$ cat src/rtl/plab3_mem_prefetch_issuer.sv
`default_nettype none
// ============================================================================
// Module   : plab3_mem_prefetch_issuer
// Purpose  : Next-line PRELW prefetch issuer with credit throttling,
//            page-bounded sequences and last-line de-duplication.
// Revision : 1.0 - initial release
// ============================================================================
module plab3_mem_prefetch_issuer #(
    parameter int p_degree          = 2,
    parameter int p_max_outstanding = 4,
    parameter int p_opaque_nbits    = 8
) (
    input  logic                      clk,
    input  logic                      reset,
    input  logic                      miss_val,
    output logic                      miss_rdy,
    input  logic [31:0]               miss_addr,
    input  logic                      flush,
    output logic                      pfreq_val,
    input  logic                      pfreq_rdy,
    output logic [2:0]                pfreq_type,
    output logic [p_opaque_nbits-1:0] pfreq_opaque,
    output logic [31:0]               pfreq_addr,
    output logic [1:0]                pfreq_len,
    output logic [31:0]               pfreq_data,
    input  logic                      pfresp_val,
    output logic                      pfresp_rdy,
    input  logic [p_opaque_nbits-1:0] pfresp_opaque,
    output logic                      busy,
    output logic [3:0]                outstanding,
    output logic                      err_unexpected
);

    localparam logic [2:0]                c_TYPE_PRELW = 3'd3;
    localparam logic [2:0]                c_DEGREE     = 3'(p_degree);
    localparam logic [3:0]                c_MAX_OUT    = 4'(p_max_outstanding);
    localparam logic [p_opaque_nbits-1:0] c_OPQ_ONE    = {{(p_opaque_nbits-1){1'b0}}, 1'b1};

    typedef enum logic [0:0] {
        ST_IDLE  = 1'b0,
        ST_ISSUE = 1'b1
    } state_t;

    state_t                    r_state;
    logic [27:0]               r_q_mem [2];
    logic                      r_q_head;
    logic [1:0]                r_q_count;
    logic [27:0]               r_base_line;
    logic [27:0]               r_last_line;
    logic                      r_last_valid;
    logic [2:0]                r_k;
    logic [p_opaque_nbits-1:0] r_opq;
    logic [3:0]                r_outstanding;
    logic                      r_err;

    logic [27:0] w_cand;
    logic        w_cross;
    logic        w_dup;
    logic        w_stall;
    logic        w_issue;
    logic        w_q_empty;
    logic        w_q_full;
    logic        w_q_tail;
    logic        w_push;
    logic        w_pop;
    logic        w_unused;

    assign w_cand    = r_base_line + {25'd0, r_k};
    // Page is 4 KiB = 256 lines, so line bits [27:8] identify the page.
    assign w_cross   = (w_cand[27:8] != r_base_line[27:8]);
    assign w_dup     = r_last_valid && (w_cand == r_last_line);
    assign w_stall   = (r_outstanding == c_MAX_OUT);
    assign w_issue   = pfreq_val && pfreq_rdy;
    assign w_q_empty = (r_q_count == 2'd0);
    assign w_q_full  = (r_q_count == 2'd2);
    assign w_q_tail  = r_q_head ^ r_q_count[0];
    assign w_push    = miss_val && !w_q_full && !flush;
    assign w_pop     = (r_state == ST_IDLE) && !w_q_empty && !flush;
    assign w_unused  = ^{pfresp_opaque, miss_addr[3:0]};

    assign miss_rdy       = !w_q_full;
    assign pfreq_val      = (r_state == ST_ISSUE) && !w_cross && !w_dup && !w_stall;
    assign pfreq_type     = c_TYPE_PRELW;
    assign pfreq_opaque   = r_opq;
    assign pfreq_addr     = {w_cand, 4'b0000};
    assign pfreq_len      = 2'd0;
    assign pfreq_data     = 32'd0;
    assign pfresp_rdy     = 1'b1;
    assign busy           = (r_state != ST_IDLE) || !w_q_empty;
    assign outstanding    = r_outstanding;
    assign err_unexpected = r_err;

    always_ff @(posedge clk) begin
        if (w_push) begin
            r_q_mem[w_q_tail] <= miss_addr[31:4];
        end
    end

    always_ff @(posedge clk or posedge reset) begin
        if (reset) begin
            r_q_head  <= 1'b0;
            r_q_count <= 2'd0;
        end else if (flush) begin
            r_q_head  <= 1'b0;
            r_q_count <= 2'd0;
        end else begin
            if (w_pop) begin
                r_q_head <= ~r_q_head;
            end
            case ({w_push, w_pop})
                2'b10:   r_q_count <= r_q_count + 2'd1;
                2'b01:   r_q_count <= r_q_count - 2'd1;
                default: r_q_count <= r_q_count;
            endcase
        end
    end

    always_ff @(posedge clk or posedge reset) begin
        if (reset) begin
            r_state       <= ST_IDLE;
            r_base_line   <= 28'd0;
            r_k           <= 3'd0;
            r_last_line   <= 28'd0;
            r_last_valid  <= 1'b0;
            r_opq         <= '0;
            r_outstanding <= 4'd0;
            r_err         <= 1'b0;
        end else begin
            if (flush) begin
                r_state <= ST_IDLE;
            end else begin
                case (r_state)
                    ST_IDLE: begin
                        if (!w_q_empty) begin
                            r_base_line <= r_q_mem[r_q_head];
                            r_k         <= 3'd1;
                            r_state     <= ST_ISSUE;
                        end
                    end
                    ST_ISSUE: begin
                        if (w_cross) begin
                            r_state <= ST_IDLE;
                        end else if (w_dup || w_issue) begin
                            if (r_k == c_DEGREE) begin
                                r_state <= ST_IDLE;
                            end else begin
                                r_k <= r_k + 3'd1;
                            end
                        end
                    end
                    default: r_state <= ST_IDLE;
                endcase
            end

            if (w_issue) begin
                r_last_line  <= w_cand;
                r_last_valid <= 1'b1;
                r_opq        <= r_opq + c_OPQ_ONE;
            end

            // A response with no credit in flight is flagged and never underflows.
            if (pfresp_val && (r_outstanding == 4'd0)) begin
                r_err <= 1'b1;
            end
            case ({w_issue, pfresp_val})
                2'b10:   r_outstanding <= r_outstanding + 4'd1;
                2'b01:   r_outstanding <= (r_outstanding == 4'd0) ? 4'd0 : r_outstanding - 4'd1;
                default: r_outstanding <= r_outstanding;
            endcase
        end
    end

endmodule
`default_nettype wire

$ cat config.mk
export PLATFORM = sky130hd
export DESIGN_NAME = plab3_mem_prefetch_issuer
export DESIGN_NICKNAME = d
export VERILOG_FILES = /design/src/rtl/plab3_mem_prefetch_issuer.sv
export SDC_FILE = /design/constraint.sdc
export NUM_CORES = 1
export LEC_CHECK = 0
export ABC_AREA = 1
export CAP_MARGIN = 20
export CELL_PAD_IN_SITES_DETAIL_PLACEMENT = 1
export CELL_PAD_IN_SITES_GLOBAL_PLACEMENT = 1
export CORE_AREA = 2 2 133 135
export DETAILED_ROUTE_END_ITERATION = 7
export DIE_AREA = 0 0 135 137
export HOLD_SLACK_MARGIN = 0.02
export PLACE_DENSITY = 0.92
export SLEW_MARGIN = 5
export SYNTH_ARGS = -nofsm -noshare
export SYNTH_HDL_FRONTEND = slang
export SYNTH_SLANG_ARGS = --single-unit
$ cat constraint.sdc
create_clock -name clk -period 7.5 [get_ports clk]
set_input_delay 2.25 -clock clk [delete_from_list [all_inputs] [get_ports clk]]
set_output_delay 2.25 -clock clk [all_outputs]
set_load 0.005 [all_outputs]
==> impl_metrics.toml, run 1 <==
[run_status]
run_status = "completed"

[critical_path]
crit_fanout = 7
timing.critical_path.required_ns = 5.25
timing_worst_setup_path_type = "reg2out"
cp_startpoint_kind = "flop"
worst_r2r_path_depth = 22
critPathCaptureType = "output port"
cp_data_arrival_time_ns = 3.86

[global_route]
grt_util_met2_pct = 40.0
first_global_vias = 6215
groute.usage.overall_pct = 22.4
grtUsageMet3_pct = 4.11
grt_max_degree = 78
overflow = 0
global_route_wire_length_before_repair_um = 31800
groute.layer.met1.usage_pct = 26.0
antenna_found_initial = 0
globalRoute.busiestLayer = "met2"

[die]
ios = 132
die_y_um = 137
floorplan.initialDensity_pct = 42.3
fp.dieArea_um2 = 18500
core.rowCount = 48
die_w_um = 135
core_area_um2 = 17100

[clocking]
cts_made_buffers = 17
resized_after_cts = 0
clkTransAtPathRegs_ns = 0.06
worst_skew_pair.late_latency_ns = 0.43
htree_num_levels = 4
cts-hold-fix-buffers = 0
cts_tree = "yes"
cts_sinks = 133
cts_root_buffer = "clkbuf_16"
post_cts_buffers = 0
cts-root-to-sink-buffers = 2

[place]
port_buffers = 77
dp_slack_ns = 2.05
gp_congestion = 0.887
hpwlAfterDp_um = 13400

[synthesis]
synthDistinctLibCells = 40
synth_top_cell_by_area = "dfrtp_1"
synth.cell_area_um2 = 7220
synth_top_area_share_pct = 26.7
synth-seq-cells = 133
synth_area_leaders = "dfrtp_1 27%, edfxtp_1 23%, nand2_1 12%"
post_syn_instances = 833
synth-warning-count = 0
syn-mean-instance-area_um2 = 8.67
synth.yosys.seq_area_share_pct = 50.0

[sta]
setup_viol = 0
slew_worst_pin_ns = 1.01
grt_setup_unrepaired = "no"
finalCriticalPeriod_ns = 6.11
final_hold_viol_count = 0
maxSlewHeadroom_pct = 32.4
post-route-period-util_pct = 81.4
report.final.slew_viol_count = 0
final.setup.worst_slack_ns = 1.39
fmax_mhz = 164
finalClockSkew_ns = 0.00997
fin_setup_tns_ns = 0

[final_layout]
net_count_final = 970
mostFrequentLayoutCell = "nand2_1"
final_util_pct = 51.1
antenna_cells_inserted = 0
drive_gt1_share_pct = 10.5
fillCellCount = 2024
flow.area_growth_from_synthesis_pct = 20.7
layout.cells.most_common_list = "222 x nand2_1, 108 x nor2_1, 84 x inv_1"

[drt]
route.detailed.wl_per_inst_um = 17.0
detail_route.iter0.violations = 322
average_via_count_per_standard_cell = 5.12
antenna_left = 0
post-route-drc-count = 0
detailedRoute.firstPassIterationCount = 4
drt_wl_total_um = 19600
detailroute.via_count = 5894

[run]
drv_cap = 0

[worst_hold_path]
min_path_cells = 1
holdCritPathClass = "reg2reg"

[pwr]
total_leakage_power_nw = 3.90
pwr_density_cell_nw_per_um2 = 427
peakVddDrop_mv = 0.263
-- kinds of logic after synthesis --
group,after synthesis,synth area share [%]
AOI/OAI and AO/OA,90,8.70
xor gates and xnor gates,20,3.38
adders and majority gates,10,1.84
other,2,0.104
DFF,133,50.0
buffers and inverters,152,10.9
and+or+nand+nor,426,25.2
-- flip-flops by register name, indices dropped and copies added, names as in the netlist --
name and cells:
r_q_mem 56, r_base_line 28, r_last_line 28, pfreq_opaque 8, outstanding 4, r_k 3
r_q_count 2, err_unexpected 1, r_last_valid 1, r_q_head 1, r_state 1
-- cell usage after synthesis --
cell type	instances
xor2_1	9
inv_1	85
a31oi_1	2
or2_1	1
nand3b_1	9
edfxtp_1	56
xnor2_1	6
nand2_1	222
a21o_1	1
nand2_2	9
nor3_1	6
nor2_1	110
buf_12	1
nand3_1	49
buf_6	5
xnor3_1	5
nand3_2	3
nor2_4	2
a211oi_1	1
o21ai_2	24
clkinv_1	1
ha_1	9
nand2_4	1
clkbuf_1	12
o21bai_2	1
o21ai_0	12
conb_1	2
o22ai_1	1
a22oi_1	1
buf_4	43
inv_2	5
nor4_1	2
and2_4	1
fa_1	1
o31ai_1	28
o21ai_1	12
dfrtp_1	77
nor2_2	10
nand3_4	1
a21oi_1	7
-- per-layer routing --
layer / vias to the layer above / part of all wire, %
met2: 178 / 52
met5: - / 0
met1: 2906 / 41
met3: 41 / 4.8
li1: 2769 / -
met4: 0 / 3.0
-- metrics by stage --
stage / hold WS (ns) / std cells / total power [mW] / instance area (um^2)
2_1_floorplan: 0.422 / 873 / 2.19 / 7370
3_3_place_gp: 0.435 / 1118 / 2.67 / 8020
3_5_place_dp: 0.447 / 1118 / 2.78 / 8020
4_1_cts: 0.461 / 1150 / 3.74 / 8660
5_1_grt: 0.474 / 1152 / 3.99 / 8720
6_report: 0.459 / 1152 / 3.73 / 8720
-- final timing paths --
| check | from | end | slack (ns) |
|---|---|---|---|
| max | r_k[0] | pfreq_val | 1.39 |
| min | err_unexpected | err_unexpected | 0.46 |
| max reg2reg | r_k[0] | outstanding[2] | 3.02 |
| min reg2reg | err_unexpected | err_unexpected | 0.46 |
| max in group asynchronous | reset | r_last_line[3] | 4.67 |
| min in group asynchronous | reset | r_last_line[7] | 2.22 |
-- worst max-delay path, cell delays in order (launching register included) --
cell	delay, ns
dfrtp_1	0.44
ha_1	0.25
fa_1	0.42
nand3_1	0.14
nand2_2	0.18
nand2_4	0.19
nand2_1	0.10
nand3_1	0.14
nand3_1	0.08
nor2_1	0.14
nand2_1	0.10
nor2_1	0.14
nand2_1	0.09
nor2_1	0.24
nand3_2	0.17
nand2_1	0.12
inv_1	0.04
clkdlybuf4s50_1	0.43
-- where the power goes --
group / internal [mW] / total (mW) / switching, mW
combinational: 0.664 / 1.53 / 0.870
clock: 0.566 / 0.920 / 0.353
sequential: 1.01 / 1.27 / 0.264
-- layout make-up --
class	count	area, um^2	share of cell area, %
Clock buffer	17	425	4.88
Inverter	91	343	3.93
Sequential cell	133	3610	41.4
Clock inverter	15	218	2.50
Timing Repair Buffer	83	856	9.82
Tap cell	225	282	3.23
Multi-Input combinational cell	588	2980	34.2
No activity file was read; power rests on OpenSTA's default activity.
==> inputs of run 2 (changes only) <==
Settings changed: CORE_AREA 2 2 133 135 to 2 2 145 147, DIE_AREA 0 0 135 137 to 0 0 147 149, PLACE_DENSITY 0.92 to 0.83.
Clock period 7.5 ns to 5.4 ns, I/O delays scaled along.
==> run 2 against run 1 <==
Net effect: cell area rose by 0.43%; combinational power rose by 38%; largest cell class unchanged; flip-flop and latch count did not move.
==> impl_metrics.toml, run 2 (synthesis results as in run 1) <==
[sta]
report.final.slew_viol_count = 0
fmax_mhz = 195
grt_setup_unrepaired = "no"
finalClockSkew_ns = 0.00832
fin_setup_tns_ns = 0
setup_viol = 0
finalCriticalPeriod_ns = 5.13
post-route-period-util_pct = 95.0
final_hold_viol_count = 0
maxSlewHeadroom_pct = 34.8
slew_worst_pin_ns = 0.976
final.setup.worst_slack_ns = 0.270

[pwr]
total_leakage_power_nw = 3.88
swShare_pct = 38.9
pwr_density_cell_nw_per_um2 = 584
power_frac_clock_pct = 24.7
seqPwrFrac_pct = 34.1
switching_power_mw = 1.99
internal-power_mw = 3.13
power.share.combinational_pct = 41.2
peakVddDrop_mv = 0.263

[clocking]
cts_sinks = 133
cts-hold-fix-buffers = 0
worst_skew_pair.late_latency_ns = 0.43
cts_made_buffers = 17
cts_tree = "yes"
clkTransAtPathRegs_ns = 0.06
cts_root_buffer = "clkbuf_16"
cts-root-to-sink-buffers = 2
htree_num_levels = 4

[final_layout]
reg_top3 = "r_q_mem x56, r_base_line x28, r_last_line x28"
antenna_cells_inserted = 0
layout.cells.most_common_list = "222 x nand2_1, 107 x nor2_1, 84 x inv_1"
largest-register = "r_q_mem"
mostFrequentLayoutCell = "nand2_1"
final_cells = 1203
flow.area_growth_from_synthesis_pct = 21.2
drive_gt1_share_pct = 10.6
net_count_final = 971
fillCellCount = 2466
largest_reg_flops = 56
final_util_pct = 42.6

[global_route]
antenna_found_initial = 0
grt_max_degree = 50
global_route_wire_length_before_repair_um = 30200
first_global_vias = 6024
groute.usage.overall_pct = 17.7
overflow = 0

[die]
floorplan.initialDensity_pct = 35.1
core_area_um2 = 20600
ios = 132
die_w_um = 147
die_y_um = 149
core.rowCount = 53
fp.dieArea_um2 = 21900

[critical_path]
critPathMostFrequentCell = "nand2_1"
crit_path_max_incr_delay_ns = 0.43
critPathCaptureType = "output port"
timing.critical_path.required_ns = 3.78
cp_startpoint_kind = "flop"
crit_fanout = 7
cpMaxStageDelayCell = "dfrtp_1"
timing_worst_setup_path_type = "reg2out"
cp_data_arrival_time_ns = 3.51
worst-path-buf-inv = 3
cell_family_with_most_cp_delay = "simple AND/OR/NAND/NOR gates"
crit_path_cell_trace = "ha_1 > fa_1 > nand3_1 > nand2_4 > nand2_4 > inv_2 > nand2_1 > nand2_1 > nand2_1 > nor2_1 > a21oi_1 > nand3_1 > nor2_2 > nand3_2 > nand2_1 > inv_1 > clkdlybuf4s50_1"

[worst_hold_path]
holdCritPathClass = "reg2reg"

[place]
gp_congestion = 0.824
dp_cells = 1171
hpwlAfterDp_um = 13500
dp_slack_ns = 0.588
port_buffers = 77

[drt]
post-route-drc-count = 0
detail_route.iter0.violations = 279
detailroute.via_count = 5667
average_via_count_per_standard_cell = 4.71
detailedRoute.firstPassIterationCount = 4
drt_wl_total_um = 18500
route.detailed.wl_per_inst_um = 15.4
antenna_left = 0

[run_status]
run_status = "completed"

[run]
drv_cap = 0
==> run 2: cell count changes in the layout (fill, tap and decap cells not counted), sizes merged <==
cell	before	now
buf	6	7
inv	95	91
clkbuf	17	21
clkinvlp	1	3
clkinv	6	4
==> run 2: worst paths after layout <==
path                            slack, ns         start  cells after the start              end
worst min register to register       0.45  r_last_valid                      2     r_last_valid
worst max-delay path                 0.27        r_k[0]                     17        pfreq_val
worst min-delay path                 0.45  r_last_valid                      2     r_last_valid
worst max register to register       1.72        r_k[0]                     22   outstanding[3]
max in group asynchronous            2.80         reset                      3   err_unexpected
min in group asynchronous            1.69         reset                      2  r_last_line[13]
==> run 2: timing repair <==
action                                  in CTS  in global routing
gates resized for setup                      0                  2
endpoints found under the setup margin       0                  1
setup buffers                                0                  0
==> run 2: worst register-to-register path: stages (launching register included) <==
cell and delay, ns:
dfrtp_1 0.43, ha_1 0.24, fa_1 0.42, nand3_1 0.17, nand2_4 0.13, nand2_4 0.17
inv_2 0.05, nand2_1 0.07, nand2_1 0.05, nand2_1 0.13, nor2_1 0.08, a21oi_1 0.18
nand3_1 0.12, nor2_2 0.14, nand3_2 0.13, nand3_2 0.15, ha_1 0.29, inv_1 0.08
nor2_1 0.14, inv_1 0.07, a21oi_1 0.12, o21ai_0 0.10, a31oi_1 0.14
==> run 2: layer usage <==
layer	track usage, %	share of wire, %
met1	20.9	43
met2	32.4	51
met3	4.01	4.2
met4	4.90	1.1
met5	0	0
==> run 2: power by group through the flow <==
stage          Sequential (mW)  Combinational, mW  Clock, mW
2_1_floorplan             1.63               1.42          0
3_3_place_gp              1.73               2.02          0
3_5_place_dp              1.75               2.12          0
4_1_cts                   1.74               2.15       1.28
6_report                  1.74               2.11       1.26
5_1_grt                   1.79               2.39       1.32
==> run 2: final cells by class <==
type,instances,area [um^2],share of cell area [%]
inverter,91,343,3.92
clock buffer,21,470,5.37
timing repair buffer,84,823,9.41
tap,275,344,3.93
multi-input combinational,588,2990,34.2
clock inverter,11,173,1.97
sequential,133,3610,41.2
==> run 2: through the flow <==
stage | total power [mW] | hold slack, ns | instance area [um^2]
floorplan | 3.04 | 0.422 | 7370
global placement | 3.76 | 0.437 | 8100
detailed placement | 3.87 | 0.441 | 8100
CTS | 5.17 | 0.456 | 8750
global route | 5.50 | 0.471 | 8750
finish | 5.11 | 0.453 | 8750
